### config.mk
export PLATFORM = sky130hd
export DESIGN_NAME = shift_count_timer
export DESIGN_NICKNAME = d
export VERILOG_FILES = /design/src/rtl/shift_count_timer.sv
export SDC_FILE = /design/constraint.sdc
export NUM_CORES = 1
export LEC_CHECK = 0
export BUFFER_PORTS_ARGS = -buffer_cell sky130_fd_sc_hd__buf_2
export CAP_MARGIN = 20
export CELL_PAD_IN_SITES_DETAIL_PLACEMENT = 0
export CELL_PAD_IN_SITES_GLOBAL_PLACEMENT = 1
export CORE_MARGIN = 8
export CORE_UTILIZATION = 40
export DETAILED_ROUTE_END_ITERATION = 8
export HOLD_SLACK_MARGIN = 0.15
export PLACE_DENSITY_LB_ADDON = 0.12
export SLEW_MARGIN = 0
export SYNTH_ARGS = -nofsm -noshare
export SYNTH_HDL_FRONTEND = slang
export SYNTH_SLANG_ARGS = --single-unit
### constraint.sdc
create_clock -name clk -period 1.9 [get_ports clk]
set_clock_uncertainty 0.1 [all_clocks]
set_input_delay 0.19 -clock clk [delete_from_list [all_inputs] [get_ports clk]]
set_output_delay 0.19 -clock clk [all_outputs]
set_load 0.03 [all_outputs]
### src/rtl/shift_count_timer.sv
// Delay timer: after a rising start_shifting it loads a 4-bit delay, MSB first,
// from the serial data line, then counts (delay+1) units of CYCLES_PER_UNIT cycles
// and holds done until the user acknowledges.
module shift_count_timer #(
  parameter int unsigned CYCLES_PER_UNIT = 1000
) (
  input  logic       clk,
  input  logic       reset,
  input  logic       start_shifting,
  input  logic       data,
  input  logic       ack,
  output logic       counting,
  output logic       done,
  output logic [3:0] count
);

  localparam int unsigned UNIT_W = (CYCLES_PER_UNIT > 1) ? $clog2(CYCLES_PER_UNIT) : 1;
  localparam logic [UNIT_W-1:0] UNIT_LAST = UNIT_W'(CYCLES_PER_UNIT - 1);

  typedef enum logic [1:0] {IDLE, SHIFT, COUNT, WAIT_ACK} state_t;

  state_t            state, state_nxt;
  logic              start_d;
  logic [3:0]        delay, delay_nxt;
  logic [1:0]        bits_left, bits_left_nxt;
  logic [UNIT_W-1:0] unit_cnt, unit_nxt;
  logic [3:0]        count_q, count_nxt;
  logic              trigger;

  // Only a rising start_shifting starts a new load, so a level still high after
  // completion cannot retrigger the timer.
  assign trigger = start_shifting & ~start_d;

  always_ff @(posedge clk) begin
    if (reset) begin
      state     <= IDLE;
      start_d   <= 1'b0;
      delay     <= 4'd0;
      bits_left <= 2'd0;
      unit_cnt  <= '0;
      count_q   <= 4'd0;
    end else begin
      state     <= state_nxt;
      start_d   <= start_shifting;
      delay     <= delay_nxt;
      bits_left <= bits_left_nxt;
      unit_cnt  <= unit_nxt;
      count_q   <= count_nxt;
    end
  end

  always_comb begin
    state_nxt     = state;
    delay_nxt     = delay;
    bits_left_nxt = bits_left;
    unit_nxt      = unit_cnt;
    count_nxt     = count_q;
    case (state)
      IDLE: begin
        if (trigger) begin
          delay_nxt     = {data, 3'b000};
          bits_left_nxt = 2'd3;
          state_nxt     = SHIFT;
        end
      end
      SHIFT: begin
        delay_nxt[bits_left - 2'd1] = data;
        bits_left_nxt               = bits_left - 2'd1;
        if (bits_left == 2'd1) begin
          count_nxt = delay_nxt;
          unit_nxt  = '0;
          state_nxt = COUNT;
        end
      end
      COUNT: begin
        if (unit_cnt == UNIT_LAST) begin
          unit_nxt = '0;
          // The final unit runs with count already at zero, giving delay+1 units.
          if (count_q == 4'd0) state_nxt = WAIT_ACK;
          else                 count_nxt = count_q - 4'd1;
        end else begin
          unit_nxt = unit_cnt + UNIT_W'(1);
        end
      end
      WAIT_ACK: begin
        if (ack) state_nxt = IDLE;
      end
      default: state_nxt = IDLE;
    endcase
  end

  assign counting = (state == COUNT);
  assign done     = (state == WAIT_ACK);
  assign count    = count_q;

endmodule

Yosys cells after proc, flatten, opt, wreduce, memory -nomap -nowiden

Cells that the tools add are included.
Widths: inputs -> output; s select.

Flip-flop bits (word level): 23
Bits of input ports: 5
Output and inout port bits: 6
Word-level logic and storage cells: 53

$add $sub $neg: 3
$lt $le $gt $ge: 2
Eq/ne operators: 11
Mux-type cells: 20
Bitwise gates (word level): 2
Reduce and logical (&&, ||, !) cells: 9

Operators with widths:

| cell                  | number |
|---|---|
| $mux 10               | 2 |
| $pmux 10 s2           | 1 |
| $mux 4                | 4 |
| $pmux 4 s2            | 2 |
| $mux 2                | 6 |
| $add 10x1->10 const B | 1 |
| $eq 10x10->1 const B  | 1 |
| $ne 2x2->1 const B    | 4 |
| $pmux 2 s4            | 1 |
| $reduce_and 5->1      | 1 |
| $bwmux 4              | 1 |
| $eq 2x1->1 const B    | 2 |
| $eq 2x2->1 const B    | 2 |
| $logic_not 4->1       | 1 |
| $ne 2x1->1 const B    | 2 |
| $pmux 2 s2            | 1 |
| $reduce_and 2->1      | 2 |
| $reduce_and 4->1      | 1 |
| $reduce_bool 2->1     | 2 |
| $sub 4x1->4 const B   | 1 |
| $lt 2x3->1 const B    | 1 |
| $demux 1 s2           | 1 |
| $ge 2x1->1 const B    | 1 |
| $logic_not 2->1       | 1 |
| 5 further kinds       | 5 |

Depth between registers and ports, before layout

Depth after elaboration: 8
Depth in mapped cells: 7
Gate-level depth less buffers: 6

Worst setup path after synthesis

No wires, ideal clock.

Path kind: reg2reg
Start: register state[0]
End: register unit_cnt[7]
Library setup time: 137 ps
Data arrival time: 1,701 ps
Data required time: 1,663 ps
Path slack: -37 ps
Cell stages (with the launch flop): 8
Path buffers: 1
Period minus slack after synthesis: 1,937 ps
Cell sequence: dfxtp_1 > inv_1 > ha_1 > buf_2 > mux2i_1 > nor4_1 > xnor2_1 > nor2_1

Cells in the longest elaborated chain, start to end: 3
Elaborated cells between the ends (all ways): 6
Those cells by class: eq/ne: 3; mux: 1; reduce/logical: 2

Ends and longest elaborated chain:

| what                               | line | text |
|---|---|---|
| start, declared                    | 22   | `state_t state, state_nxt;` |
| start signal, assigned             | 43   | `state <= state_nxt;` |
| $eq 2x2->1 (*)                     | --   |  |
| net counting                       | 12   | `output logic counting,` |
| $reduce_bool 2->1 (no source line) | --   |  |
| $reduce_and 2->1 (no source line)  | --   |  |
| end signal, assigned               | 47   | `unit_cnt <= unit_nxt;` |
| end, declared                      | 26   | `logic [UNIT_W-1:0] unit_cnt, unit_nxt;` |

The timed path passes the listed nets; every way through them passes the cells marked *.
A chain may end at the register's enable or synchronous reset.

Worst setup path in the final report

Start: register unit_cnt[0]
End: register count_q[0], in the netlist count[0]

Cells in the longest elaborated chain, start to end: 3

Ends and longest elaborated chain:

| what                              | line | text |
|---|---|---|
| $eq 10x10->1                      | 76   | `if (unit_cnt == UNIT_LAST) begin` |
| $ne 2x1->1 (no source line)       | --   |  |
| $reduce_and 4->1 (no source line) | --   |  |
| end signal, assigned              | 48   | `count_q <= count_nxt;` |
| end, declared                     | 27   | `logic [3:0] count_q, count_nxt;` |

Every way passes these cells.

==> flow_metrics.env <==
export IMPL_syn_inst=143
export IMPL_slowest_delay_ns=0.53
export IMPL_place_area_um2=1500
export IMPL_finalInstanceArea_um2=1600
export IMPL_cts_root_buf="clkbuf_4"
export IMPL_fin_nets=189
export IMPL_cts_buffers=3
export IMPL_routed_wl_um=2970
export IMPL_setup_viol=0
export IMPL_first_global_vias=1068
export IMPL_syn_num_nets=159
export IMPL_grt_max_degree=13
export IMPL_cp_slowest_cell="or4_1"
export IMPL_cts_tree="yes"
export IMPL_synth_edf_count=0
export IMPL_wire_per_inst_um=13.8
export IMPL_rows=20
export IMPL_track_usage_pct=12.0
export IMPL_max_freq_mhz=549
export IMPL_antenna_left=0
export IMPL_clk_path_buf_depth=2
export IMPL_yosys_warnings=0
export IMPL_holdWs_ns=0.285
export IMPL_ys_flop_type="dfxtp_1"
export IMPL_synthesis_area_um2=1290
export IMPL_synth_cell_types=44
export IMPL_final_cell_mix="dfxtp_1 (20), nor2_1 (16), buf_4 (14), inv_1 (10), buf_2 (10)"
export IMPL_status="finished, final reports clean"
export IMPL_drtIter0Drc=62
export IMPL_gp_congestion=0.896
export IMPL_drc=0
export IMPL_vias_per_cell=5.25
export IMPL_chipWidth_um=72.8
export IMPL_powerDensity_nw_per_um2=1090
export IMPL_grt_first_pass_wirelength_um=5060
export IMPL_antenna_cells=0
export IMPL_io_buffer_count=10
export IMPL_slew_violations=0
export IMPL_io_pins=11
export IMPL_first_pass_iters=4
export IMPL_final_common_cell="dfxtp_1"
export IMPL_antenna_found_initial=0
export IMPL_drive_gt1_share_pct=26.2
export IMPL_worst_hold_path_type="in2reg"
export IMPL_cts_sink_count=22
export IMPL_pre_cts_slack_ns=-0.00161
export IMPL_instances_no_fill=216
export IMPL_clock_latency_ns=0.31
export IMPL_worst_path_max_fanout=5
export IMPL_total_leakage_power_nw=0.640
export IMPL_via_count=1133
export IMPL_cp_start_kind="register"
export IMPL_fp_coreArea_um2=3050
export IMPL_arrival_ns=1.97
export IMPL_synthArstFlopShare_pct=0
export IMPL_die_area_um2=5310
export IMPL_critPathKind="reg2reg"
export IMPL_irDropWorstVdd_uv=756
export IMPL_crit_path_end_kind="register"
export IMPL_cts_setup_buffers=0
export IMPL_slew_headroom_pct=71.4
export IMPL_maxCapViolCount=0
export IMPL_area_delta_synth_final_pct=23.4
export IMPL_worst_pin_slew_ns=0.428
export IMPL_crit_required_ns=2.05
export IMPL_hold_viol_final=0
export IMPL_dp_hpwl_um=2280
export IMPL_die_y_um=72.8
export IMPL_period_share_pct=95.8
export IMPL_avgSynthCellArea_um2=9.04
export IMPL_dp_cells=209
export IMPL_yosysSeqAreaShare_pct=34.1
export IMPL_period_needed_ns=1.82
export IMPL_synth_ff_latch_count=22
export IMPL_start_util_pct=42.3
export IMPL_clk_pin_slew_ns=0.13
export IMPL_fin_ws_ns=0.0791
export IMPL_htree_levels=1
export IMPL_overflow=0
export IMPL_cp_cell_sequence="ha_1, and4bb_4, nand3_4, or4_1, a31oi_2"
## synthesized netlist by cell type (all sizes together) (3+ instances only)
| cell type | number | area, um2 |
|---|---|---|
| nor2 | 16 | 60.1 |
| inv | 10 | 37.5 |
| a21oi | 4 | 20.0 |
| ha | 11 | 138 |
| mux2i | 4 | 40.0 |
| nand2 | 6 | 22.5 |
| and3 | 5 | 33.8 |
| xnor2 | 3 | 26.3 |
| nand4 | 7 | 43.8 |
| dfxtp | 22 | 440 |
| o211ai | 3 | 22.5 |
| xor2 | 5 | 43.8 |
| nor3 | 3 | 15.0 |
| o21ai | 4 | 20.0 |
| nor2b | 3 | 18.8 |
| a211oi | 3 | 22.5 |
| mux2 | 3 | 33.8 |
## power by group
part	switching, mW	internal (mW)	total [mW]	leakage [nW]
logic	0.486	0.402	0.888	0.439
clock network	0.148	0.117	0.265	0.0210
registers	0.0534	0.527	0.581	0.180
total	0.687	1.05	1.73	0.640
## registers in the layout, indices dropped and copies added, names as in the netlist
register   flops
state          2
start_d        1
bits_left      2
unit_cnt      10
count          4
delay          3
## worst paths after layout
kind	start	end	slack [ns]	cells past startpoint
setup / recovery	unit_cnt[0]	count[0]	0.08	5
hold / removal	ack	state[0]	0.29	4
setup reg to reg	unit_cnt[0]	count[0]	0.08	5
hold reg to reg	delay[3]	delay[3]	0.42	2
## layer usage
metal  wire (um)  up-vias  global-route usage (%)  part of all wire [%]
met5           0        -                       0                     0
met4          19        0                    3.33                  0.64
met3         168        2                    3.98                   5.7
met2        1230       20                    18.1                    41
met1        1550      519                    15.8                    52
li1            -      592                       -                     -
## metrics by stage
step | power (mW) | TNS [ns] | utilization [%]
3_3_place_gp | 1.41 | 0 | 49.0
2_1_floorplan | 1.15 | 0 | -
5_1_grt | 1.88 | -0.00177 | 52.3
6_report | 1.73 | 0 | 52.3
3_5_place_dp | 1.42 | -0.00161 | 49.0
4_1_cts | 1.70 | 0 | 51.4
## final cells by class
type                       count  area, um2
timing repair buffer          27        185
sequential                    22        443
clock buffer                   4       36.3
multi-input combinational    109        838
fill                         308       1460
inverter                      10       37.5
tap                           44       55.1
## critical path, delay by kind of cell (launching register included)
family,cells,cell delay [ns]
flops,1,0.35
simple gates,3,0.92
fa+ha+maj,1,0.17
compound gates,1,0.21
## cell families after synthesis
group	after synthesis	share of synthesized area, %
muxes	7	5.71
AOI/OAI and AO/OA	27	14.9
DFF	22	34.1
xor gates and xnor gates	8	5.42
and+or+nand+nor	56	25.7
buffers and inverters	12	3.58
adders and majority gates	11	10.6
## what timing repair did
| item | 4_1_cts | 5_1_grt |
|---|---|---|
| gates cloned | 0 | 0 |
| endpoints found under the hold margin | 5 | 0 |
| setup endpoints to repair | 1 | 11 |
| hold buffers | 3 | 0 |
| resized for setup | 1 | 7 |
(Power assumes the default switching activity.)
